File: src/rtl/mem_ext_sequencer.sv
// mem_ext_sequencer
// Drives the CPU's external memory ports: streams a program into instruction
// memory, enables the CPU for a fixed number of cycles, then reads a window of
// data memory back and streams it out.
//
// Ports
//   clk, arst                 clock and asynchronous active-high reset
//   start                     one-cycle pulse, honoured only in IDLE or DONE
//   prog_len/run_cycles/dump_len  job lengths, latched on an accepted start
//   s_valid/s_ready/s_data    program word stream in (32-bit)
//   cpu_enable                CPU run enable
//   addr_ext/wen_ext/ren_ext/wdata_ext          imem port (write only)
//   addr_ext_2/wen_ext_2/ren_ext_2/wdata_ext_2  dmem port (read only)
//   rdata_ext_2               dmem read data, valid the cycle after ren_ext_2
//   m_valid/m_ready/m_data    dump word stream out (64-bit)
//   busy/done/error           status; error is meaningful while done is high
//   dbg_state_o               current FSM state
//
// Handshakes (both streams): a word transfers on a rising clk edge where
// valid && ready are both high. valid never depends on ready; once m_valid
// is raised, m_valid and m_data stay stable until that transfer.
module mem_ext_sequencer #(
  parameter int IMEM_DEPTH = 128,
  parameter int DMEM_DEPTH = 128
) (
  input  logic        clk,
  input  logic        arst,
  input  logic        start,
  input  logic [15:0] prog_len,
  input  logic [31:0] run_cycles,
  input  logic [15:0] dump_len,
  input  logic        s_valid,
  output logic        s_ready,
  input  logic [31:0] s_data,
  output logic        cpu_enable,
  output logic [63:0] addr_ext,
  output logic        wen_ext,
  output logic        ren_ext,
  output logic [31:0] wdata_ext,
  output logic [63:0] addr_ext_2,
  output logic        wen_ext_2,
  output logic        ren_ext_2,
  output logic [63:0] wdata_ext_2,
  input  logic [63:0] rdata_ext_2,
  output logic        m_valid,
  input  logic        m_ready,
  output logic [63:0] m_data,
  output logic        busy,
  output logic        done,
  output logic        error,
  output logic [2:0]  dbg_state_o
);

  localparam logic [2:0] IDLE     = 3'd0;
  localparam logic [2:0] LOAD     = 3'd1;
  localparam logic [2:0] RUN      = 3'd2;
  localparam logic [2:0] DUMP_RD  = 3'd3;
  localparam logic [2:0] DUMP_CAP = 3'd4;
  localparam logic [2:0] DUMP_OUT = 3'd5;
  localparam logic [2:0] DONE     = 3'd6;

  localparam logic [16:0] IMEM_LIM = 17'(IMEM_DEPTH);
  localparam logic [16:0] DMEM_LIM = 17'(DMEM_DEPTH);

  logic [2:0]  state_q, state_d;
  logic [15:0] idx_q, idx_d;
  logic [15:0] pl_q, pl_d;
  logic [31:0] rc_q, rc_d;
  logic [15:0] dl_q, dl_d;
  logic [31:0] cnt_q, cnt_d;
  logic        cpu_en_q, cpu_en_d;
  logic [63:0] addr_q, addr_d;
  logic        wen_q, wen_d;
  logic [31:0] wdata_q, wdata_d;
  logic [63:0] addr2_q, addr2_d;
  logic        ren2_q, ren2_d;
  logic        m_valid_q, m_valid_d;
  logic [63:0] m_data_q, m_data_d;
  logic        done_q, done_d;
  logic        error_q, error_d;

  // "enter" picks the first non-empty phase after the current one; rc_sel and
  // dl_sel say which run/dump lengths apply (live inputs on start, latched
  // values afterwards, zero run once RUN has finished).
  logic        enter;
  logic [31:0] rc_sel;
  logic [15:0] dl_sel;
  logic [15:0] idx_inc;

  assign idx_inc = idx_q + 16'd1;

  always_comb begin
    state_d   = state_q;
    idx_d     = idx_q;
    pl_d      = pl_q;
    rc_d      = rc_q;
    dl_d      = dl_q;
    cnt_d     = cnt_q;
    cpu_en_d  = 1'b0;
    addr_d    = addr_q;
    wen_d     = 1'b0;
    wdata_d   = wdata_q;
    addr2_d   = addr2_q;
    ren2_d    = 1'b0;
    m_valid_d = m_valid_q;
    m_data_d  = m_data_q;
    done_d    = done_q;
    error_d   = error_q;
    enter     = 1'b0;
    rc_sel    = rc_q;
    dl_sel    = dl_q;

    case (state_q)
      IDLE, DONE: begin
        if (start) begin
          pl_d    = prog_len;
          rc_d    = run_cycles;
          dl_d    = dump_len;
          idx_d   = 16'd0;
          done_d  = 1'b0;
          error_d = 1'b0;
          if (({1'b0, prog_len} > IMEM_LIM) || ({1'b0, dump_len} > DMEM_LIM)) begin
            error_d = 1'b1;
            done_d  = 1'b1;
            state_d = DONE;
          end else if (prog_len != 16'd0) begin
            state_d = LOAD;
          end else begin
            enter  = 1'b1;
            rc_sel = run_cycles;
            dl_sel = dump_len;
          end
        end
      end
      LOAD: begin
        if (s_valid) begin
          wen_d   = 1'b1;
          addr_d  = 64'(idx_q) << 2;
          wdata_d = s_data;
          if (idx_q == pl_q - 16'd1) begin
            idx_d = 16'd0;
            enter = 1'b1;
          end else begin
            idx_d = idx_inc;
          end
        end
      end
      RUN: begin
        // cnt_q counts down the enable cycles still owed, including this one.
        if (cnt_q <= 32'd1) begin
          enter  = 1'b1;
          rc_sel = 32'd0;
        end else begin
          cpu_en_d = 1'b1;
          cnt_d    = cnt_q - 32'd1;
        end
      end
      DUMP_RD: begin
        state_d = DUMP_CAP;
      end
      DUMP_CAP: begin
        m_data_d  = rdata_ext_2;
        m_valid_d = 1'b1;
        state_d   = DUMP_OUT;
      end
      DUMP_OUT: begin
        if (m_ready) begin
          m_valid_d = 1'b0;
          if (idx_q == dl_q - 16'd1) begin
            done_d  = 1'b1;
            state_d = DONE;
          end else begin
            idx_d   = idx_inc;
            ren2_d  = 1'b1;
            addr2_d = 64'(idx_inc) << 3;
            state_d = DUMP_RD;
          end
        end
      end
      default: begin
        state_d = IDLE;
      end
    endcase

    // Outputs of the entered phase are registered, so they are set up here on
    // the transition; the index is always zero on these paths.
    if (enter) begin
      if (rc_sel != 32'd0) begin
        state_d  = RUN;
        cpu_en_d = 1'b1;
        cnt_d    = rc_sel;
      end else if (dl_sel != 16'd0) begin
        state_d = DUMP_RD;
        ren2_d  = 1'b1;
        addr2_d = 64'd0;
      end else begin
        state_d = DONE;
        done_d  = 1'b1;
      end
    end
  end

  always_ff @(posedge clk or posedge arst) begin
    if (arst) begin
      state_q   <= IDLE;
      idx_q     <= 16'd0;
      pl_q      <= 16'd0;
      rc_q      <= 32'd0;
      dl_q      <= 16'd0;
      cnt_q     <= 32'd0;
      cpu_en_q  <= 1'b0;
      addr_q    <= 64'd0;
      wen_q     <= 1'b0;
      wdata_q   <= 32'd0;
      addr2_q   <= 64'd0;
      ren2_q    <= 1'b0;
      m_valid_q <= 1'b0;
      m_data_q  <= 64'd0;
      done_q    <= 1'b0;
      error_q   <= 1'b0;
    end else begin
      state_q   <= state_d;
      idx_q     <= idx_d;
      pl_q      <= pl_d;
      rc_q      <= rc_d;
      dl_q      <= dl_d;
      cnt_q     <= cnt_d;
      cpu_en_q  <= cpu_en_d;
      addr_q    <= addr_d;
      wen_q     <= wen_d;
      wdata_q   <= wdata_d;
      addr2_q   <= addr2_d;
      ren2_q    <= ren2_d;
      m_valid_q <= m_valid_d;
      m_data_q  <= m_data_d;
      done_q    <= done_d;
      error_q   <= error_d;
    end
  end

  assign s_ready     = (state_q == LOAD);
  assign busy        = (state_q == LOAD) || (state_q == RUN) || (state_q == DUMP_RD) ||
                       (state_q == DUMP_CAP) || (state_q == DUMP_OUT);
  assign cpu_enable  = cpu_en_q;
  assign addr_ext    = addr_q;
  assign wen_ext     = wen_q;
  assign ren_ext     = 1'b0;
  assign wdata_ext   = wdata_q;
  assign addr_ext_2  = addr2_q;
  assign wen_ext_2   = 1'b0;
  assign ren_ext_2   = ren2_q;
  assign wdata_ext_2 = 64'd0;
  assign m_valid     = m_valid_q;
  assign m_data      = m_data_q;
  assign done        = done_q;
  assign error       = error_q;
  assign dbg_state_o = state_q;

endmodule

File: config.mk
export PLATFORM = sky130hd
export DESIGN_NAME = mem_ext_sequencer
export DESIGN_NICKNAME = d
export VERILOG_FILES = /design/src/rtl/mem_ext_sequencer.sv
export SDC_FILE = /design/constraint.sdc
export NUM_CORES = 1
export LEC_CHECK = 0
export ABC_AREA = 1
export BUFFER_PORTS_ARGS = -buffer_cell sky130_fd_sc_hd__buf_2
export CELL_PAD_IN_SITES_DETAIL_PLACEMENT = 1
export CELL_PAD_IN_SITES_GLOBAL_PLACEMENT = 1
export CORE_AREA = 8 8 223 225
export CTS_CLUSTER_DIAMETER = 100
export DETAILED_ROUTE_END_ITERATION = 12
export DIE_AREA = 0 0 231 233
export PLACE_DENSITY = 0.89
export SYNTH_ARGS = -nofsm -noshare
export SYNTH_HDL_FRONTEND = slang
export SYNTH_SLANG_ARGS = --single-unit
export TNS_END_PERCENT = 5
File: constraint.sdc
create_clock -name clk -period 9.55 [get_ports clk]
set_input_delay 0.955 -clock clk [delete_from_list [all_inputs] [get_ports clk]]
set_output_delay 0.955 -clock clk [all_outputs]
set_load 0.005 [all_outputs]
=== After elaboration in Yosys (flattened, before gate mapping) ===
Cells that the tools add are included.

* Mux-type cells: 63
* Magnitude comparators: 3
* Add/sub/neg operators: 4
* Reductions and logical operators: 18
* Equal/unequal tests: 16

{| class="wikitable"
|+ Operators with widths
! kind !! number
|-
| $mux 64 || 6
|-
| $mux 32 || 8
|-
| $mux 16 || 9
|-
| $pmux 32 s2 || 1
|-
| $pmux 16 s3 || 1
|-
| $eq 16x16->1 || 2
|-
| $gt 16x8->1 const B || 2
|-
| $le 32x1->1 const B || 1
|-
| $reduce_bool 16->1 || 2
|-
| $reduce_bool 32->1 || 1
|-
| $sub 16x1->16 const B || 2
|-
| $sub 32x1->32 const B || 1
|-
| $mux 1 || 26
|-
| $mux 3 || 8
|-
| $add 16x1->16 const B || 1
|-
| $pmux 3 s5 || 1
|-
| $eq 3x3->1 const B || 3
|-
| $ne 2x2->1 const B || 4
|-
| $eq 3x2->1 const B || 2
|-
| $ne 3x3->1 const B || 2
|-
| $reduce_and 2->1 || 3
|-
| $logic_or 1x1->1 || 5
|-
| $reduce_and 5->1 || 1
|-
| $ne 4x4->1 const B || 1
|-
| 9 further kinds || 11
|}

* Word-level logic and storage cells: 120
* Register bits after elaboration: 297

=== Logic depth before layout (Yosys ltp) ===
Gate-level depths: netlist of run 1.

* Depth in word-level cells: 9
* Gate-level depth with buffers: 21
* Gate-level depth less buffers: 19

=== Least setup slack after synthesis of run 1 ===
Ideal clock, no wire load.

* Path type: input -> register
* Start point: input prog_len[12]
* End point: register addr2_q[44], in the netlist addr_ext_2[44]
* Library setup time: 0.116 ns
* Data arrival time: 2.932 ns
* Setup slack: 6.503 ns
* Stages: 20
* Data required time: 9.434 ns
* Cell sequence: nor2_1 nand2_1 nor2_2 nand2_2 nor2_4 nand4_2 buf_6 buf_6 nand3_1 nand2_1 nor2_1 nand2_1 nor2_1 nand2_2 nor2_4 nand2_2 nand2_4 buf_12 buf_12 nor2_4

* Cells in the longest elaborated chain, start to end: 9
* Elaborated cells on any way between the ends: 20
* Those cells by class: order compare (1); mux (15); reduce/logical (4)

{| class="wikitable"
|+ RTL lines
! item !! line !! RTL
|-
| start: declaration || 29 || <nowiki>input logic [15:0] prog_len,</nowiki>
|-
| $gt 16x8->1 or $reduce_bool 16->1 (tied branches) || 122, 126 ||
|-
| $logic_or 1x1->1 or $mux 16 (tied branches) || 122, 126 ||
|-
| $mux 16 || 122 || <nowiki>if (({1'b0, prog_len} > IMEM_LIM) || ({1'b0, dump_len} > DMEM_LIM)) begin</nowiki>
|-
| $mux 16 || 115 || <nowiki>if (start) begin</nowiki>
|-
| $mux 16 || 113 || <nowiki>case (state_q)</nowiki>
|-
| $reduce_bool 16->1 || 192 || <nowiki>end else if (dl_sel != 16'd0) begin</nowiki>
|-
| $mux 64 || 192 ||
|-
| $mux 64 || 188 || <nowiki>if (rc_sel != 32'd0) begin</nowiki>
|-
| $mux 64 * || 187 || <nowiki>if (enter) begin</nowiki>
|-
| via addr2_d[44] || 75 || <nowiki>logic [63:0] addr2_q, addr2_d;</nowiki>
|-
| end signal: assignment || 232 || <nowiki>addr2_q <= addr2_d;</nowiki>
|-
| end: declaration || 75 ||
|}

Mark *: on every way through the listed nets, which the timed path passes. The rest lies on a longest branch.
A chain may end at the register's enable or synchronous reset.

=== Final worst setup path of run 1 ===
* Start point: register state_q[2], in the netlist dbg_state_o[2]
* End point: register cnt_q[6]

* Cells in the longest elaborated chain, start to end: 6
* Elaborated cells on any way between the ends: 11
* Those cells by class: eq/ne (3); mux (5); reduce/logical (3)

{| class="wikitable"
|+ RTL lines
! item !! line !! RTL
|-
| start: declaration || 65 || <nowiki>logic [2:0] state_q, state_d;</nowiki>
|-
| start signal: assignment || 222 || <nowiki>state_q <= state_d;</nowiki>
|-
| $eq 3x3->1 or $logic_not 3->1 (tied branches) || 113 ||
|-
| $reduce_or 2->1 || 113 ||
|-
| $pmux 32 s2 || 113 ||
|-
| $reduce_bool 32->1 || 188 ||
|-
| $mux 32 || 188 ||
|-
| $mux 32 * || 187 ||
|-
| via cnt_d[6] || 70 || <nowiki>logic [31:0] cnt_q, cnt_d;</nowiki>
|-
| end signal: assignment || 227 || <nowiki>cnt_q <= cnt_d;</nowiki>
|-
| end: declaration || 70 ||
|}

Marks and branches as above.

==> results of run 1 <==
## flip-flops by register name, indices dropped and copies added, names as in the netlist, 3 cells and up
register,count
m_data,64
rc_q,32
pl_q,16
addr_ext,16
idx_q,16
cnt_q,32
wdata_ext,32
dbg_state_o,3
addr_ext_2,64
dl_q,16
## per-layer routing
metal | part of all wire (%) | wire (µm)
met1 | 40 | 22900
met4 | 2.6 | 1510
met3 | 8.0 | 4600
met2 | 49 | 28300
met5 | 0.071 | 41
## logic make-up (layout without fill, tap and decap cells)
kind of cell / Yosys count / count (layout)
AND/OR/NAND/NOR: 1186 / 1186
buffers and inverters: 349 / 596
flip-flops: 297 / 297
AO/OA/AOI/OAI: 104 / 104
XOR/XNOR: 79 / 79
adder cells (fa/ha/maj): 5 / 5
other: 1 / 120
## how the worst max path moves through the flow
stage,end,slack [ns]
after global placement,cnt_q[6],5.32
final,cnt_q[6],5.45
after global routing,addr_ext_2[39],5.14
after CTS,cnt_q[6],5.43
after floorplan,addr_ext[10],0.39
after detailed placement,cnt_q[6],4.99
## worst max-delay path, delay by kind of cell, from the launching register on
family                 cells  cell delay (ns)
DFF                        1             0.45
AOI/OAI and AO/OA          1             0.19
buffers and inverters      2             0.31
and+or+nand+nor            6             2.95
## area by class of cell
type                       count  area (µm²)  share of cell area (%)
sequential                   297        7430                    39.7
multi-input combinational   1488        6670                    35.6
timing repair buffer         362        1840                    9.83
clock buffer                  54        1090                    5.83
tap                          607         759                    4.06
inverter                     166         631                    3.37
clock inverter                14         282                    1.50
antenna                        6        15.0                  0.0802
## synth_stat cells, types with 2 or more instances
library cell	instances	area share, %
sky130_fd_sc_hd__a21oi_1	23	0.74
sky130_fd_sc_hd__buf_1	3	0.073
sky130_fd_sc_hd__buf_12	2	0.26
sky130_fd_sc_hd__buf_2	10	0.32
sky130_fd_sc_hd__buf_4	117	5.7
sky130_fd_sc_hd__buf_6	5	0.36
sky130_fd_sc_hd__clkbuf_1	46	1.1
sky130_fd_sc_hd__clkinv_1	2	0.048
sky130_fd_sc_hd__dfrtp_1	297	48
sky130_fd_sc_hd__ha_1	5	0.40
sky130_fd_sc_hd__inv_1	159	3.9
sky130_fd_sc_hd__inv_2	5	0.12
sky130_fd_sc_hd__nand2_1	782	19
sky130_fd_sc_hd__nand2_2	7	0.28
sky130_fd_sc_hd__nand3_1	131	4.2
sky130_fd_sc_hd__nand3_2	3	0.19
sky130_fd_sc_hd__nand3b_1	5	0.24
sky130_fd_sc_hd__nand4_1	16	0.65
sky130_fd_sc_hd__nor2_1	186	4.5
sky130_fd_sc_hd__nor2_2	4	0.16
sky130_fd_sc_hd__nor2_4	14	1.0
sky130_fd_sc_hd__nor3_1	17	0.55
sky130_fd_sc_hd__nor4_1	10	0.40
sky130_fd_sc_hd__o21ai_0	73	2.4
sky130_fd_sc_hd__o21ai_1	2	0.065
sky130_fd_sc_hd__o22ai_1	2	0.081
sky130_fd_sc_hd__or2_2	4	0.16
sky130_fd_sc_hd__xnor2_1	15	0.85
sky130_fd_sc_hd__xor2_1	64	3.6
## power breakdown
group          leakage [nW]  switching (mW)  internal, mW
clock network         0.667           0.590         0.990
registers              3.86           0.286          1.63
logic                  5.77            1.20         0.616
## metrics by stage
stage | hold slack [ns] | cells | power, mW
after floorplan | 0.443 | 2134 | 3.02
after global placement | 0.449 | 2920 | 3.62
after detailed placement | 0.456 | 2920 | 3.73
after CTS | 0.472 | 2988 | 5.37
after global routing | 0.488 | 2990 | 5.68
final | 0.470 | 2994 | 5.31
==> flow_metrics.env, run 1 <==
export IMPL_grt_setup_unrepaired="no"
export IMPL_design_core_area_mm2=0.0461
export IMPL_max_slew_margin_pct=18.2
export IMPL_largest_net_degree_at_the_start_of_global_routing=118
export IMPL_final_max_slew_viol_count=0
export IMPL_worst_ir_drop_vdd_v=0.000185
export IMPL_fillCellCount=5855
export IMPL_worst_margin_slew_ns=1.22
export IMPL_post_drt_via_cell_ratio=4.74
export IMPL_num_rows=79
export IMPL_critical_path_cell_by_cell="inv_1, nand2_1, nor2_1, nand4_4, and2_1, nand2_1, inv_1, nor2_1, o21ai_0"
export IMPL_outcome="complete, no violations"
export IMPL_timing_hold_violations_final=0
export IMPL_postCtsHoldBufs=0
export IMPL_worst_r2r_setup_slack_ns=5.45
export IMPL_die_w_um=231
export IMPL_synthToLayoutAreaGrowth_pct=20.8
export IMPL_detailedRoute_firstIterationViolations=953
export IMPL_totalNegativeSetupSlack_ns=0
export IMPL_timing_critical_path_from="dbg_state_o[2]"
export IMPL_dieHeight_um=233
export IMPL_ys_warn_count=0
export IMPL_top_usage_layer="met2"
export IMPL_numCtsBuffers=37
export IMPL_synth_compound_gate_area_share_pct=3.50
export IMPL_place_port_buffers=351
export IMPL_ys_dominant_reg_cell="sky130_fd_sc_hd__dfrtp_1"
export IMPL_layout_cells_most_common_list="sky130_fd_sc_hd__nand2_1, sky130_fd_sc_hd__buf_2, sky130_fd_sc_hd__dfrtp_1, sky130_fd_sc_hd__nor2_1, sky130_fd_sc_hd__inv_1"
export IMPL_synthesis_instances=2021
export IMPL_synth_seq_area_share_pct=48.0
export IMPL_cts_root_buffer="sky130_fd_sc_hd__clkbuf_16"
export IMPL_fin_skew_ns=0.0190
export IMPL_r2r_worst_path_cells=9
export IMPL_critPathArrivalTime_ns=4.47
export IMPL_netlist_cell_type_count=41
export IMPL_syn_avg_cell_area_um2=7.67
export IMPL_ys_async_sr_fraction_pct=100
export IMPL_first_global_vias=15700
export IMPL_holdCritPathClass="flip-flop to flip-flop"
export IMPL_critical_path_max_stage_delay_ns=0.96
export IMPL_cts_htree_levels=2
export IMPL_grt_overflow_total=0
export IMPL_final_period_utilization_pct=42.9
export IMPL_hold_path_end="m_data[42]"
export IMPL_p_per_area_mw_per_mm2=284
export IMPL_cts_tree="done"
export IMPL_layout_nets=2522
export IMPL_setup_worst_path_start_class="flip-flop"
export IMPL_grt_util_overall_pct=20.8
export IMPL_drc=0
export IMPL_netlist_area_mm2=0.0155
export IMPL_end_kind="flip-flop"
export IMPL_worst_path_max_fanout=33
export IMPL_worst_endpoint_required_ns=9.93
export IMPL_cts_sinks=297
export IMPL_dpl_hpwl_um=43300
export IMPL_synth_enable_flop_cells=0
export IMPL_cts_reportedPaths_clkPinSlew_ns=0.06
export IMPL_io_pins=466
export IMPL_synthXorXnorAreaFrac_pct=4.47
export IMPL_critPathKind="flip-flop to flip-flop"
export IMPL_layout_cell_area_non_filler_mm2=0.0187
export IMPL_worstReg2RegStart="dbg_state_o[2]"
export IMPL_die_area_mm2=0.0538
export IMPL_detailedPlace_worstSlack_ns=4.99
export IMPL_synth_adder_area_share_pct=0.404
export IMPL_power_static_leakage_nw=10.3
export IMPL_commonest_non_fill_non_tap_cell_in_the_layout="sky130_fd_sc_hd__nand2_1"
export IMPL_post_route_min_period_ns=4.10
export IMPL_cts_repair_resized=0
export IMPL_drt_first_pass_iters=5
export IMPL_postSynthRegisterBits=297
export IMPL_postCtsSetupRepairBufs=0
export IMPL_routed_wire_length_per_instance_um=19.2
export IMPL_finalWirelength_um=57400
export IMPL_post_route_cells_drive_above_1_share_pct=19.7
export IMPL_grt_met1_usage_pct=24.7
export IMPL_dpl_instance_area_mm2=0.0173
export IMPL_muxShareOfSynthArea_pct=0
export IMPL_replace_congestion=0.921
export IMPL_hold_path_startpoint="m_data[42]"
export IMPL_clk_latency_ns=0.56
export IMPL_layout_setup_ws_ns=5.45
export IMPL_dominant_combinational_cell_family_by_area_after_synthesis="simple AND/OR/NAND/NOR gates"
export IMPL_synthesized_area_fraction_occupied_by_and_or_nand_nor_cells_pct=31.8
export IMPL_initial_core_util_pct=33.6
export IMPL_antenna_violating_nets_remaining=0
export IMPL_grtUsageMet2_pct=35.4
export IMPL_setup_viol=0
export IMPL_achievable_frequency_mhz=244
export IMPL_global_route_usage_met3_pct=6.60
export IMPL_r2r_end="cnt_q[6]"
export IMPL_min_delay_path_depth=2
export IMPL_timing_critical_path_slowest_stage_cell="sky130_fd_sc_hd__nor2_1"
export IMPL_antenna_found_initial=8
export IMPL_cts_path_max_buffers=3
export IMPL_grt_first_pass_wirelength_um=89300
export IMPL_finalCoreUtilization_pct=40.6
export IMPL_maxCapViolCount=0
export IMPL_via_count=14200
Note: power is estimated with default switching activity, not from simulation.
==> run 2: changes to the inputs <==
==> constraint.sdc (replaced) <==
create_clock -name clk -period 3.6 [get_ports clk]
set_input_delay 0.36 -clock clk [delete_from_list [all_inputs] [get_ports clk]]
set_output_delay 0.36 -clock clk [all_outputs]
set_load 0.005 [all_outputs]
==> flow_metrics.env, run 2 (synthesized netlist as in run 1, its figures left out) <==
export IMPL_path_delay_family="simple AND/OR/NAND/NOR gates"
export IMPL_worstPathBufferInverterCount=3
export IMPL_p_per_area_mw_per_mm2=740
export IMPL_hold_path_startpoint="rdata_ext_2[37]"
export IMPL_cts_path_max_buffers=3
export IMPL_holdCritPathClass="input port to flip-flop"
export IMPL_maxCapViolCount=0
export IMPL_worstReg2RegStart="pl_q[0]"
export IMPL_initial_core_util_pct=33.6
export IMPL_cell_internal_pwr_mw=8.63
export IMPL_critical_path_max_stage_delay_ns=0.49
export IMPL_worst_path_max_fanout=49
export IMPL_design_core_area_mm2=0.0461
export IMPL_clk_latency_ns=0.56
export IMPL_worst_ir_drop_vdd_v=0.000399
export IMPL_critPathKind="flip-flop to flip-flop"
export IMPL_layout_nets=2611
export IMPL_synthToLayoutAreaGrowth_pct=26.8
export IMPL_cts_sinks=297
export IMPL_finalWirelength_um=63800
export IMPL_drc=0
export IMPL_worst_margin_slew_ns=1.11
export IMPL_min_delay_path_depth=3
export IMPL_cts_reportedPaths_clkPinSlew_ns=0.07
export IMPL_io_pins=466
export IMPL_max_slew_margin_pct=25.9
export IMPL_critPathArrivalTime_ns=3.78
export IMPL_grt_setup_unrepaired="no"
export IMPL_routed_wire_length_per_instance_um=20.7
export IMPL_post_route_cells_drive_above_1_share_pct=19.9
export IMPL_fin_skew_ns=0.0136
export IMPL_switching_share_pct=40.6
export IMPL_achievable_frequency_mhz=298
export IMPL_detailedRoute_firstIterationViolations=1099
export IMPL_power_share_sequential_pct=35.4
export IMPL_dpl_hpwl_um=44100
export IMPL_cts_htree_levels=2
export IMPL_clockPowerShare_pct=28.8
export IMPL_num_rows=79
export IMPL_timing_critical_path_from="pl_q[0]"
export IMPL_report_power_total_mw=14.5
export IMPL_replace_congestion=0.945
export IMPL_layout_cells_most_common_list="sky130_fd_sc_hd__nand2_1, sky130_fd_sc_hd__buf_2, sky130_fd_sc_hd__dfrtp_1, sky130_fd_sc_hd__nor2_1, sky130_fd_sc_hd__inv_1"
export IMPL_timing_hold_violations_final=0
export IMPL_cts_tree="done"
export IMPL_post_route_min_period_ns=3.36
export IMPL_grt_overflow_total=0
export IMPL_dieHeight_um=233
export IMPL_p_comb_share_pct=35.8
export IMPL_final_period_utilization_pct=93.2
export IMPL_final_max_slew_viol_count=0
export IMPL_worst_endpoint_required_ns=4.02
export IMPL_grt_util_overall_pct=23.2
export IMPL_grt_first_pass_wirelength_um=99000
export IMPL_timing_critical_path_depth=16
export IMPL_largest_net_degree_at_the_start_of_global_routing=80
export IMPL_power_switching_mw=5.90
export IMPL_setup_viol=0
export IMPL_commonest_non_fill_non_tap_cell_in_the_layout="sky130_fd_sc_hd__nand2_1"
export IMPL_post_place_cells=2938
export IMPL_via_count=15000
export IMPL_antenna_violating_nets_remaining=0
export IMPL_die_area_mm2=0.0538
export IMPL_cts_root_buffer="sky130_fd_sc_hd__clkbuf_16"
export IMPL_outcome="complete, no violations"
export IMPL_fillCellCount=5781
export IMPL_place_port_buffers=351
export IMPL_drt_first_pass_iters=5
export IMPL_critical_path_cell_by_cell="inv_1, ha_1, nand3_1, nor3_1, nand2_1, xor2_1, nand2_1, nor3_1, nand3_1, nand3_2, nand2_1, inv_1, nand2_2, nand2_4, buf_16, nor2_1"
export IMPL_r2r_worst_path_cells=16
export IMPL_antenna_found_initial=6
export IMPL_post_drt_via_cell_ratio=4.88
export IMPL_finalCoreUtilization_pct=42.6
export IMPL_layoutNonFillerInstCount=3078
export IMPL_timing_critical_path_slowest_stage_cell="sky130_fd_sc_hd__nor3_1"
export IMPL_setup_worst_path_start_class="flip-flop"
export IMPL_first_global_vias=16900
export IMPL_end_kind="flip-flop"
export IMPL_power_static_leakage_nw=10.7
export IMPL_crit_top_cell="sky130_fd_sc_hd__nand2_1"
export IMPL_die_w_um=231
export IMPL_numCtsBuffers=38
-- run 2: worst reg2reg max path, delay by kind of cell (launching register included) --
| kind | cells | cell delay (ns) |
|---|---|---|
| xor+xnor | 1 | 0.27 |
| simple gates | 11 | 1.92 |
| buf+inv | 3 | 0.45 |
| fa+ha+maj | 1 | 0.20 |
| flops | 1 | 0.38 |
-- run 2: worst paths after layout --
| path | end | slack, ns |
|---|---|---|
| worst max-delay path | addr_ext_2[59] | 0.24 |
| worst min-delay path | m_data[37] | 0.02 |
| worst max register to register | addr_ext_2[59] | 0.24 |
| worst min register to register | m_data[41] | 0.47 |
| max in group asynchronous | m_data[24] | 2.62 |
| min in group asynchronous | dl_q[3] | 0.07 |
-- run 2: repair_timing --
| action | in CTS | in global routing |
|---|---|---|
| hold buffers | 69 | 0 |
| gates resized for setup | 0 | 4 |
| endpoints found under the hold margin | 69 | 0 |
| setup endpoints to repair | 0 | 18 |
| setup buffers | 0 | 1 |
-- run 2: area by class of cell --
class                           instances  area (µm²)  area share, %
Tap cell                              607         759           3.87
Clock buffer                           50        1080           5.48
Clock inverter                         18         290           1.48
Antenna cell                            2        5.00         0.0255
Timing Repair Buffer                  450        2780           14.2
Sequential cell                       297        7430           37.8
Inverter                              166         629           3.20
Multi-Input combinational cell       1488        6670           34.0
-- run 2: through the flow --
stage | TNS, ns | hold slack (ns) | area [µm²] | setup WS (ns)
floorplan | -209.41 | 0.443 | 15900 | -0.705
global placement | 0 | 0.450 | 17600 | 0.392
detailed placement | 0 | 0.458 | 17600 | 0.237
CTS | 0 | 0.0000867 | 19600 | 0.259
global route | 0 | 0.00146 | 19600 | 0.00417
finish | 0 | 0.0156 | 19600 | 0.244
-- run 2: routing by layer --
layer,vias to the layer above,track usage [%],part of all wire (%)
met5,-,0,0.042
met4,4,8.77,3.6
met3,139,6.38,7.6
met2,553,40.0,50
met1,7494,27.3,39
li1,6842,-,-
-- run 2: power by group through the flow --
stage | combinational [mW] | sequential [mW] | clock [mW]
6_report | 5.21 | 5.14 | 4.18
3_3_place_gp | 4.65 | 5.03 | 0
2_1_floorplan | 3.03 | 4.98 | 0
3_5_place_dp | 4.89 | 5.07 | 0
5_1_grt | 5.80 | 5.24 | 4.37
4_1_cts | 5.07 | 5.07 | 4.24
